$ cat src/rtl/clkdiv_ctrl_pkg.sv
// Shared types and sizing helpers for the clock-divider configuration arbiter.
package clkdiv_ctrl_pkg;

    typedef enum logic [1:0] {
        ST_IDLE,
        ST_LOAD,
        ST_SETTLE,
        ST_ACK
    } state_t;

    // Width of a requester index; never narrower than one bit.
    function automatic int unsigned idx_width(input int unsigned n);
        return (n > 1) ? $clog2(n) : 1;
    endfunction

endpackage

$ cat src/rtl/clkdiv_config_arbiter_rr_arbiter.sv
// Combinational round-robin picker: first active request after last_grant, wrapping.
module rr_arbiter
    import clkdiv_ctrl_pkg::*;
#(
    parameter  int unsigned NUM_REQ = 4,
    localparam int unsigned IW      = idx_width(NUM_REQ)
)(
    input  logic [NUM_REQ-1:0] i_req,
    input  logic [IW-1:0]      i_last_grant,
    output logic [IW-1:0]      o_winner,
    output logic               o_valid
);

    int unsigned w_idx;

    always_comb begin
        o_winner = '0;
        o_valid  = 1'b0;
        w_idx    = 0;
        // Scan farthest-first so the candidate nearest last_grant+1 overwrites the rest.
        for (int unsigned off = NUM_REQ; off >= 1; off--) begin
            w_idx = 32'(i_last_grant) + off;
            if (w_idx >= NUM_REQ) begin
                w_idx = w_idx - NUM_REQ;
            end
            if (i_req[IW'(w_idx)]) begin
                o_winner = IW'(w_idx);
                o_valid  = 1'b1;
            end
        end
    end

endmodule

$ cat src/rtl/clkdiv_config_arbiter.sv
// Round-robin front end that loads one requester's divisor into a shared clock divider
// and acknowledges once the divided clock has produced SETTLE_EDGES rising edges.
module clkdiv_config_arbiter
    import clkdiv_ctrl_pkg::*;
#(
    parameter  int unsigned NUM_REQ       = 4,
    parameter  int unsigned DIVISOR_WIDTH = 16,
    parameter  int unsigned SETTLE_EDGES  = 2,
    localparam int unsigned OW            = idx_width(NUM_REQ),
    localparam int unsigned CW            = $clog2(SETTLE_EDGES + 1)
)(
    input  logic                             clk_in,
    input  logic                             rst_n,
    input  logic [NUM_REQ-1:0]               req,
    input  logic [NUM_REQ*DIVISOR_WIDTH-1:0] req_divisor,
    output logic [NUM_REQ-1:0]               ack,
    output logic                             busy,
    output logic [OW-1:0]                    owner,
    output logic [DIVISOR_WIDTH-1:0]         div_divisor,
    output logic                             div_load,
    input  logic                             div_clk_out,
    output logic [DIVISOR_WIDTH-1:0]         active_divisor,
    output logic                             active_valid
);

    state_t                   r_state;
    state_t                   w_state_nxt;
    logic [OW-1:0]            r_last_grant;
    logic [OW-1:0]            r_owner;
    logic [OW-1:0]            w_winner;
    logic [OW-1:0]            w_ack_idx;
    logic                     w_any;
    logic                     r_prev;
    logic                     w_rise;
    logic                     w_grant;
    logic                     w_start_load;
    logic                     w_enter_ack;
    logic                     w_cnt_inc;
    logic                     w_commit;
    logic [DIVISOR_WIDTH-1:0] w_win_div;
    logic [DIVISOR_WIDTH-1:0] r_div_divisor;
    logic [DIVISOR_WIDTH-1:0] r_active_divisor;
    logic                     r_active_valid;
    logic                     r_div_load;
    logic [NUM_REQ-1:0]       r_ack;
    logic [CW-1:0]            r_cnt;

    rr_arbiter #(
        .NUM_REQ(NUM_REQ)
    ) u_rr (
        .i_req        (req),
        .i_last_grant (r_last_grant),
        .o_winner     (w_winner),
        .o_valid      (w_any)
    );

    always_comb begin
        w_win_div = '0;
        for (int unsigned i = 0; i < NUM_REQ; i++) begin
            if (w_winner == OW'(i)) begin
                w_win_div = req_divisor[i*DIVISOR_WIDTH +: DIVISOR_WIDTH];
            end
        end
    end

    assign w_rise    = div_clk_out & ~r_prev;
    // The fast path acks straight from IDLE, before owner has been registered.
    assign w_ack_idx = (r_state == ST_IDLE) ? w_winner : r_owner;

    always_comb begin
        w_state_nxt  = r_state;
        w_grant      = 1'b0;
        w_start_load = 1'b0;
        w_enter_ack  = 1'b0;
        w_cnt_inc    = 1'b0;
        w_commit     = 1'b0;
        case (r_state)
            ST_IDLE: begin
                if (w_any) begin
                    w_grant = 1'b1;
                    if (r_active_valid && (w_win_div == r_active_divisor)) begin
                        w_state_nxt = ST_ACK;
                        w_enter_ack = 1'b1;
                    end else begin
                        w_state_nxt  = ST_LOAD;
                        w_start_load = 1'b1;
                    end
                end
            end
            ST_LOAD: begin
                w_state_nxt = ST_SETTLE;
            end
            ST_SETTLE: begin
                if (w_rise) begin
                    w_cnt_inc = 1'b1;
                    if (r_cnt == CW'(SETTLE_EDGES - 1)) begin
                        w_state_nxt = ST_ACK;
                        w_enter_ack = 1'b1;
                    end
                end
            end
            ST_ACK: begin
                w_commit    = 1'b1;
                w_state_nxt = ST_IDLE;
            end
            default: begin
                w_state_nxt = ST_IDLE;
            end
        endcase
    end

    always_ff @(posedge clk_in or negedge rst_n) begin
        if (!rst_n) begin
            r_state <= ST_IDLE;
        end else begin
            r_state <= w_state_nxt;
        end
    end

    always_ff @(posedge clk_in or negedge rst_n) begin
        if (!rst_n) begin
            r_last_grant     <= OW'(NUM_REQ - 1);
            r_owner          <= '0;
            r_div_divisor    <= '0;
            r_div_load       <= 1'b0;
            r_ack            <= '0;
            r_active_divisor <= '0;
            r_active_valid   <= 1'b0;
            r_prev           <= 1'b0;
            r_cnt            <= '0;
        end else begin
            r_prev     <= div_clk_out;
            r_div_load <= w_start_load;
            r_ack      <= w_enter_ack ? (NUM_REQ'(1) << w_ack_idx) : '0;
            if (w_grant) begin
                r_owner       <= w_winner;
                r_div_divisor <= w_win_div;
            end
            if (r_state == ST_LOAD) begin
                r_cnt <= '0;
            end else if (w_cnt_inc) begin
                r_cnt <= r_cnt + 1'b1;
            end
            if (w_commit) begin
                r_active_divisor <= r_div_divisor;
                r_active_valid   <= 1'b1;
                r_last_grant     <= r_owner;
            end
        end
    end

    assign busy           = (r_state != ST_IDLE);
    assign ack            = r_ack;
    assign owner          = r_owner;
    assign div_divisor    = r_div_divisor;
    assign div_load       = r_div_load;
    assign active_divisor = r_active_divisor;
    assign active_valid   = r_active_valid;

endmodule

$ cat config.mk
export PLATFORM = sky130hd
export DESIGN_NAME = clkdiv_config_arbiter
export DESIGN_NICKNAME = d
export VERILOG_FILES = /design/src/rtl/clkdiv_ctrl_pkg.sv /design/src/rtl/clkdiv_config_arbiter_rr_arbiter.sv /design/src/rtl/clkdiv_config_arbiter.sv
export SDC_FILE = /design/constraint.sdc
export NUM_CORES = 1
export LEC_CHECK = 0
export CAP_MARGIN = 20
export CORE_MARGIN = 3
export CORE_UTILIZATION = 42
export DETAILED_ROUTE_END_ITERATION = 8
export GPL_TIMING_DRIVEN = 1
export PLACE_DENSITY = 0.83
export SLEW_MARGIN = 20
export SYNTH_ARGS = -nofsm -noshare
export SYNTH_HDL_FRONTEND = slang
export SYNTH_SLANG_ARGS = --single-unit
$ cat constraint.sdc
create_clock -name clk_in -period 2.6 [get_ports clk_in]
set_clock_uncertainty 0.05 [all_clocks]
set_input_delay 0.39 -clock clk_in [delete_from_list [all_inputs] [get_ports clk_in]]
set_output_delay 0.39 -clock clk_in [all_outputs]
set_load 0.005 [all_outputs]
==> flow_summary_export.csv, run 1 <==
group,metric,value,unit
synth,synth_compound_area_share,20.7,%
setup_path,start_kind,"flip-flop",
global_routing,grt_usage,26.2,%
pwr,cellInternalPower,2950,uW
setup_path,worstReg2RegEnd,"ack[0]",
pwr,ir_worst_vdd,533,uV
floorplan,pin_count,112,
clock_network,cts_tree,"built",
sta,tightestPinTransition,0.898,ns
floorplan,initial_core_util,43.3,%
final_layout,syn_to_final_growth,55.4,%
global_routing,grt_antenna_before_repair,0,
floorplan,die_area,9130,sq um
global_routing,first_global_vias,3850,
sta,hold_viol_final,0,
route,via_per_inst,5.68,
clock_network,clock_latency,0.31,ns
sta,timing.fmax,0.361,GHz
setup_path,critPathArrivalTime,2.93,ns
route,drt-wirelength-per-cell,17.5,um
setup_path,crit_type,"flip-flop to flip-flop",
clock_network,cts.sinks,47,
pwr,pwr-share-clk,8.9,%
global_routing,grt_start_max_net_pins,37,
setup_path,cp_max_fo,6,
place,port_buffers,111,
place,dp_hpwl,9.21,mm
place,place_inst,671,
synth,synth_xor_area_share,6.76,%
sta,setup_viol,6,
clock_network,numCtsBuffers,5,
pwr,power.total,5140,uW
job,drv_cap,0,
final_layout,antenna_cells,0,
route,drc,0,
synth,synth_area_per_cell,7.89,sq um
floorplan,core.rowCount,32,
synth,synth_top_family_by_area,"simple AND/OR/NAND/NOR gates",
route,dr.pass1.iters,6,
setup_path,r2r_start,"r_last_grant[0]",
min_path,min_path_type,"flip-flop to flip-flop",
synth,synth_adder_area_share,2.23,%
setup_path,endpoint_kind,"flip-flop",
setup_path,critPathRequiredTime,2.77,ns
route,routed_wl,11.9,mm
pwr,combinationalPowerShare,64.4,%
synth,yosys.area_share.simple,23.0,%
clock_network,clkSlewWorstSetupHoldPaths,0.10,ns
sta,slew_violations,0,
synth,synthDistinctLibCells,54,
sta,finalCriticalPeriod,2.77,ns
synth,synth-main-ff-cell,"dfrtp_1",
synth,syn_nets,504,
route,vias,3885,
place,finalWeightedCongestion,0.964,
sta,setup_ws,-0.167,ns
sta,rsz0062_at_grt,"true",
min_path,min_to,"div_divisor[3]",
final_layout,num-nets-final,658,
sta,max_slew_margin,40.1,%
synth,synth_most_common_cell,"nand2_1",
pwr,p_switching,2200,uW
synth,ys_seq_elements,47,
synth,yosys.area.top_type,"dfrtp_1",
floorplan,coreArea,7770,sq um
floorplan,die_y,95.5,um
route,antenna_left,0,
synth,syn_area,3370,sq um
synth,netlist.area_leader.share,33.4,%
final_layout,drive_gt1_share,18.9,%
synth,netlist_top_cells_count,"nand2_1, o21ai_0, dfrtp_1, inv_1, xor2_1",
status,outcome,"complete, but fails checks",
synth,yosys-top-cells-area,"dfrtp_1, nand2_1, o21ai_0, xor2_1, mux2_2",
floorplan,die_w,95.5,um
final_layout,fin_cells,684,
synth,yosysWarnings,0,
synth,synth_edf_count,0,
pwr,swShare,42.7,%
setup_path,r2r_slack,-0.17,ns
synth,seq_area_frac_synth,35.0,%
min_path,worstHoldPathCells,2,
clock_network,cts_max_level,2,
sta,period_share,106,%
setup_path,r2r_cells,9,
synth,synthArstFlopShare,100,%
clock_network,clock_path_buffers,2,
pwr,power.leakage,0.00230,uW
pwr,seqPwrFrac,26.7,%
status,violations,"setup timing",
global_routing,grt-ovfl-total,0,
synth,syn_inst,427,
min_path,min-delay-start,"div_divisor[3]",
route,drtIter0Drc,225,
synth,synthMuxAreaShare,6.65,%
clock_network,clockRootBuffer,"clkbuf_8",
pwr,power.density,983,nW/um^2
global_routing,grt_pass1_wl,18.7,mm
==> metal layers <==
| layer | wire length, um | global-route usage [%] | share of wire (%) |
|---|---|---|---|
| met1 | 4780 | 31.5 | 40 |
| met2 | 5770 | 44.6 | 48 |
| met3 | 989 | 5.21 | 8.3 |
| met4 | 404 | 12.7 | 3.4 |
| met5 | 0 | 0 | 0 |
==> sequential cells by signal (all words and copies together), names as in the netlist <==
signal	count
ack	4
active_divisor	16
active_valid	1
div_divisor	16
div_load	1
owner	2
r_cnt	2
r_last_grant	2
r_prev	1
r_state	2
==> cell type report <==
cell class              count  area [sq um]
multi-input cells         331          2150
clock inverters             3          18.8
flip-flops and latches     47          1180
clock buffers               5          68.8
well taps                 102           128
repair buffers            171          1600
fillers                   636          2540
inverters                  25          93.8
==> placed cells by master, fill, tap and decap left out, drive strengths merged, types with 3 or more instances in the layout <==
master and instances:
ha 6, dlygate4sd2 6, nor3 6, mux2i 10, a211oi 3, nor2b 13
nand2 107, o221ai 3, xor2 19, clkdlybuf4s50 103, nand3 15, o21ai 49
nor2 10, dfrtp 45, a21oi 6, or2 3, mux2 11, o22ai 11
inv 26, nand2b 3, clkbuf 5, buf 60, o41ai 3, a2111oi 5
nor4 5, a31oi 5, xnor2 7, o211ai 6
==> worst max-delay path by stage <==
| stage | endpoint | startpoint | slack (ns) | cells after the start |
|---|---|---|---|---|
| after global placement | ack[1] | req[1] | -0.78 | 10 |
| after global routing | ack[2] | r_last_grant[0] | -0.25 | 9 |
| after CTS | ack[0] | r_last_grant[0] | -0.15 | 9 |
| after detailed placement | ack[1] | req[1] | -0.87 | 10 |
| final | ack[0] | r_last_grant[0] | -0.17 | 9 |
| after floorplan | ack[3] | r_last_grant[0] | 0.005 | 8 |
==> stage by stage <==
stage | hold WS [ns] | area, sq um | setup slack, ns | setup TNS, ns | utilization, %
after floorplan | 0.0444 | 3370 | 0.00514 | 0 | -
after global placement | 0.301 | 4960 | -0.778 | -5.36 | 63.8
after detailed placement | 0.306 | 4960 | -0.868 | -6.40 | 63.8
after CTS | 0.470 | 5200 | -0.152 | -0.783 | 67.0
after global routing | 0.487 | 5230 | -0.252 | -1.38 | 67.3
final | 0.467 | 5230 | -0.167 | -0.832 | 67.3
==> cells by family (layout without fill, tap and decap cells) <==
kind of cell,Yosys count,count (layout)
flops,47,47
mux,21,21
xor+xnor,26,26
simple gates,171,171
fa+ha+maj,6,6
compound gates,107,107
buf+inv,49,204
==> worst max-delay path, cell delays in order (launching register included) <==
cell      delay (ns)
dfstp_2         0.59
nand2b_4        0.15
a21oi_4         0.06
or3_4           0.39
or4_4           0.49
a221oi_2        0.23
and4b_1         0.23
a31oi_2         0.04
buf_6           0.16
o41ai_2         0.26
==> power groups by stage <==
stage	Combinational, uW	Clock, uW	Sequential (uW)
2_1_floorplan	1550	0	1370
3_5_place_dp	3110	0	1370
5_1_grt	3600	503	1410
3_3_place_gp	3050	0	1340
4_1_cts	3270	469	1370
6_report	3310	459	1370
==> timing repair <==
| action | 4_1_cts | 5_1_grt |
|---|---|---|
| hold endpoints to repair | 18 | 0 |
| hold buffers | 1 | 0 |
| setup buffers | 4 | 0 |
| endpoints found under the setup margin | 6 | 6 |
| pin swaps | 14 | 5 |
| resized for setup | 30 | 4 |
Power figures use the tool's default switching activity.
==> run 2: changes to the inputs <==
--- a/config.mk
+++ b/config.mk
@@ -7,10 +7,10 @@
 export LEC_CHECK = 0
 export CAP_MARGIN = 20
 export CORE_MARGIN = 3
-export CORE_UTILIZATION = 42
+export CORE_UTILIZATION = 45
 export DETAILED_ROUTE_END_ITERATION = 8
 export GPL_TIMING_DRIVEN = 1
-export PLACE_DENSITY = 0.83
+export PLACE_DENSITY = 0.85
 export SLEW_MARGIN = 20
 export SYNTH_ARGS = -nofsm -noshare
 export SYNTH_HDL_FRONTEND = slang
==> constraint.sdc (replaced) <==
create_clock -name clk_in -period 3.6 [get_ports clk_in]
set_clock_uncertainty 0.05 [all_clocks]
set_input_delay 0.54 -clock clk_in [delete_from_list [all_inputs] [get_ports clk_in]]
set_output_delay 0.54 -clock clk_in [all_outputs]
set_load 0.005 [all_outputs]
==> flow_summary_export.csv, run 2 (synthesis gave the netlist of run 1 again) <==
group,metric,value,unit
status,outcome,"complete, no violations",
route,routed_wl,10.9,mm
global_routing,grt_usage,26.0,%
place,dp_hpwl,8.15,mm
final_layout,fin_util,66.8,%
route,route.met3.wl,737,um
final_layout,drive_gt1_share,7.74,%
clock_network,ctsHoldBuffers,0,
floorplan,coreArea,7020,sq um
final_layout,num-nets-final,606,
setup_path,crit_type,"input pin to flip-flop",
sta,tightestPinTransition,0.673,ns
sta,rsz0062_at_grt,"false",
place,placed_cell_area,4590,sq um
clock_network,clock_path_buffers,2,
clock_network,clkSlewWorstSetupHoldPaths,0.08,ns
clock_network,cts.sinks,47,
clock_network,clockRootBuffer,"clkbuf_8",
job,drv_cap,0,
setup_path,critPathArrivalTime,3.40,ns
sta,finalCriticalPeriod,3.25,ns
global_routing,grt_pass1_wl,17.7,mm
route,top_layer,"met4",
clock_network,cts_resized,0,
final_layout,fin_area,4690,sq um
sta,timing.fmax,0.308,GHz
min_path,min_path_type,"input pin to async pin",
pwr,power.leakage,0.00198,uW
global_routing,grt-ovfl-total,0,
sta,max_slew_margin,54.5,%
setup_path,start_kind,"input pin",
place,port_buffers,111,
sta,hold_viol_final,0,
route,met1_length,4.63,mm
clock_network,cts_tree,"built",
floorplan,core.rowCount,30,
clock_network,post_cts_buffers,0,
setup_path,endpoint_kind,"flip-flop",
floorplan,die_area,8560,sq um
pwr,ir_worst_vdd,336,uV
floorplan,die_w,92.5,um
global_routing,grt_antenna_before_repair,0,
floorplan,die_y,92.5,um
final_layout,layout_common_cells,"clkdlybuf4s50_1, nand2_1, o21ai_0",
setup_path,cp_max_fo,13,
sta,fin_tns_setup,0,ns
final_layout,layout_commonest_cell,"clkdlybuf4s50_1",
floorplan,pin_count,112,
sta,setup_viol,0,
route,vias,3538,
sta,slew_violations,0,
clock_network,numCtsBuffers,5,
sta,period_share,90.3,%
final_layout,antenna_cells,0,
clock_network,clock_latency,0.30,ns
clock_network,cts_max_level,2,
route,drt-wirelength-per-cell,17.4,um
pwr,power.density,717,nW/um^2
floorplan,initial_core_util,48.0,%
route,wl_met2,5.32,mm
route,dr.pass1.iters,6,
route,drc,0,
final_layout,syn_to_final_growth,39.2,%
route,via_per_inst,5.65,
place,finalWeightedCongestion,0.964,
global_routing,grt_start_max_net_pins,48,
setup_path,critPathRequiredTime,3.74,ns
route,drtIter0Drc,208,
route,antenna_left,0,
global_routing,first_global_vias,3630,
run 2: cell count changes in the layout (fill, tap and decap cells not counted), moves of 3 or more:
cell,previous run,this run
a2111oi_0,1,5
dlygate4sd2_1,6,0
buf_4,55,8
clkdlybuf4s50_1,103,110
a2111oi_2,3,0
run 2: per-layer routing:
metal | up-vias | GRT usage, %
li1 | 1686 | -
met2 | 173 | 43.9
met4 | 0 | 9.41
met5 | - | 0
met1 | 1659 | 33.5
met3 | 20 | 4.06
run 2: final cells by class:
type / instances / area (sq um)
fillers: 602 / 2330
flip-flops and latches: 47 / 1180
multi-input cells: 331 / 2010
clock buffers: 8 / 100
repair buffers: 119 / 1180
well taps: 96 / 120
inverters: 25 / 93.8
run 2: worst max-delay path, stage by stage:
cell and delay, ns:
clkdlybuf4s50_1 0.50, nor2b_4 0.17, o21a_1 0.20, or3_4 0.47
or4_1 0.57, a221oi_2 0.22, and4b_1 0.23, a31oi_2 0.09
o41ai_2 0.40
run 2: path summary, 6_finish.rpt:
kind	startpoint	endpoint	depth (start not counted)	slack, ns
max in group asynchronous	rst_n	div_divisor[8]	1	2.90
min	rst_n	div_divisor[2]	1	0.20
max reg2reg	r_last_grant[0]	ack[0]	8	0.65
max	req[3]	ack[0]	9	0.35
min in group clk_in	active_valid	active_valid	1	0.46
min reg2reg	active_valid	active_valid	1	0.46
run 2: where the power goes:
group / leakage [uW] / total, uW / internal, uW / switching, uW
logic: 0.00135 / 1950 / 969 / 977
registers: 0.000583 / 1060 / 758 / 302
clock network: 0.0000515 / 356 / 176 / 180
total: 0.00198 / 3360 / 1900 / 1460
run 2: stage by stage:
stage                     setup WS, ns  cells  power, uW  hold WS, ns
after floorplan                  0.903    427       2110        0.194
after global placement           0.192    618       2920        0.434
after detailed placement        0.0536    618       2990        0.442
after CTS                        0.361    626       3350        0.427
after global routing             0.202    626       3620        0.233
final                            0.350    626       3360        0.199
==> run 3: changes to the inputs <==
--- a/config.mk
+++ b/config.mk
@@ -11,6 +11,7 @@
 export DETAILED_ROUTE_END_ITERATION = 8
 export GPL_TIMING_DRIVEN = 1
 export PLACE_DENSITY = 0.85
+export SETUP_SLACK_MARGIN = 0.15
 export SLEW_MARGIN = 20
 export SYNTH_ARGS = -nofsm -noshare
 export SYNTH_HDL_FRONTEND = slang
==> results of run 3 <==
No change in the layout: final DEF, timing and power equal those of run 2.
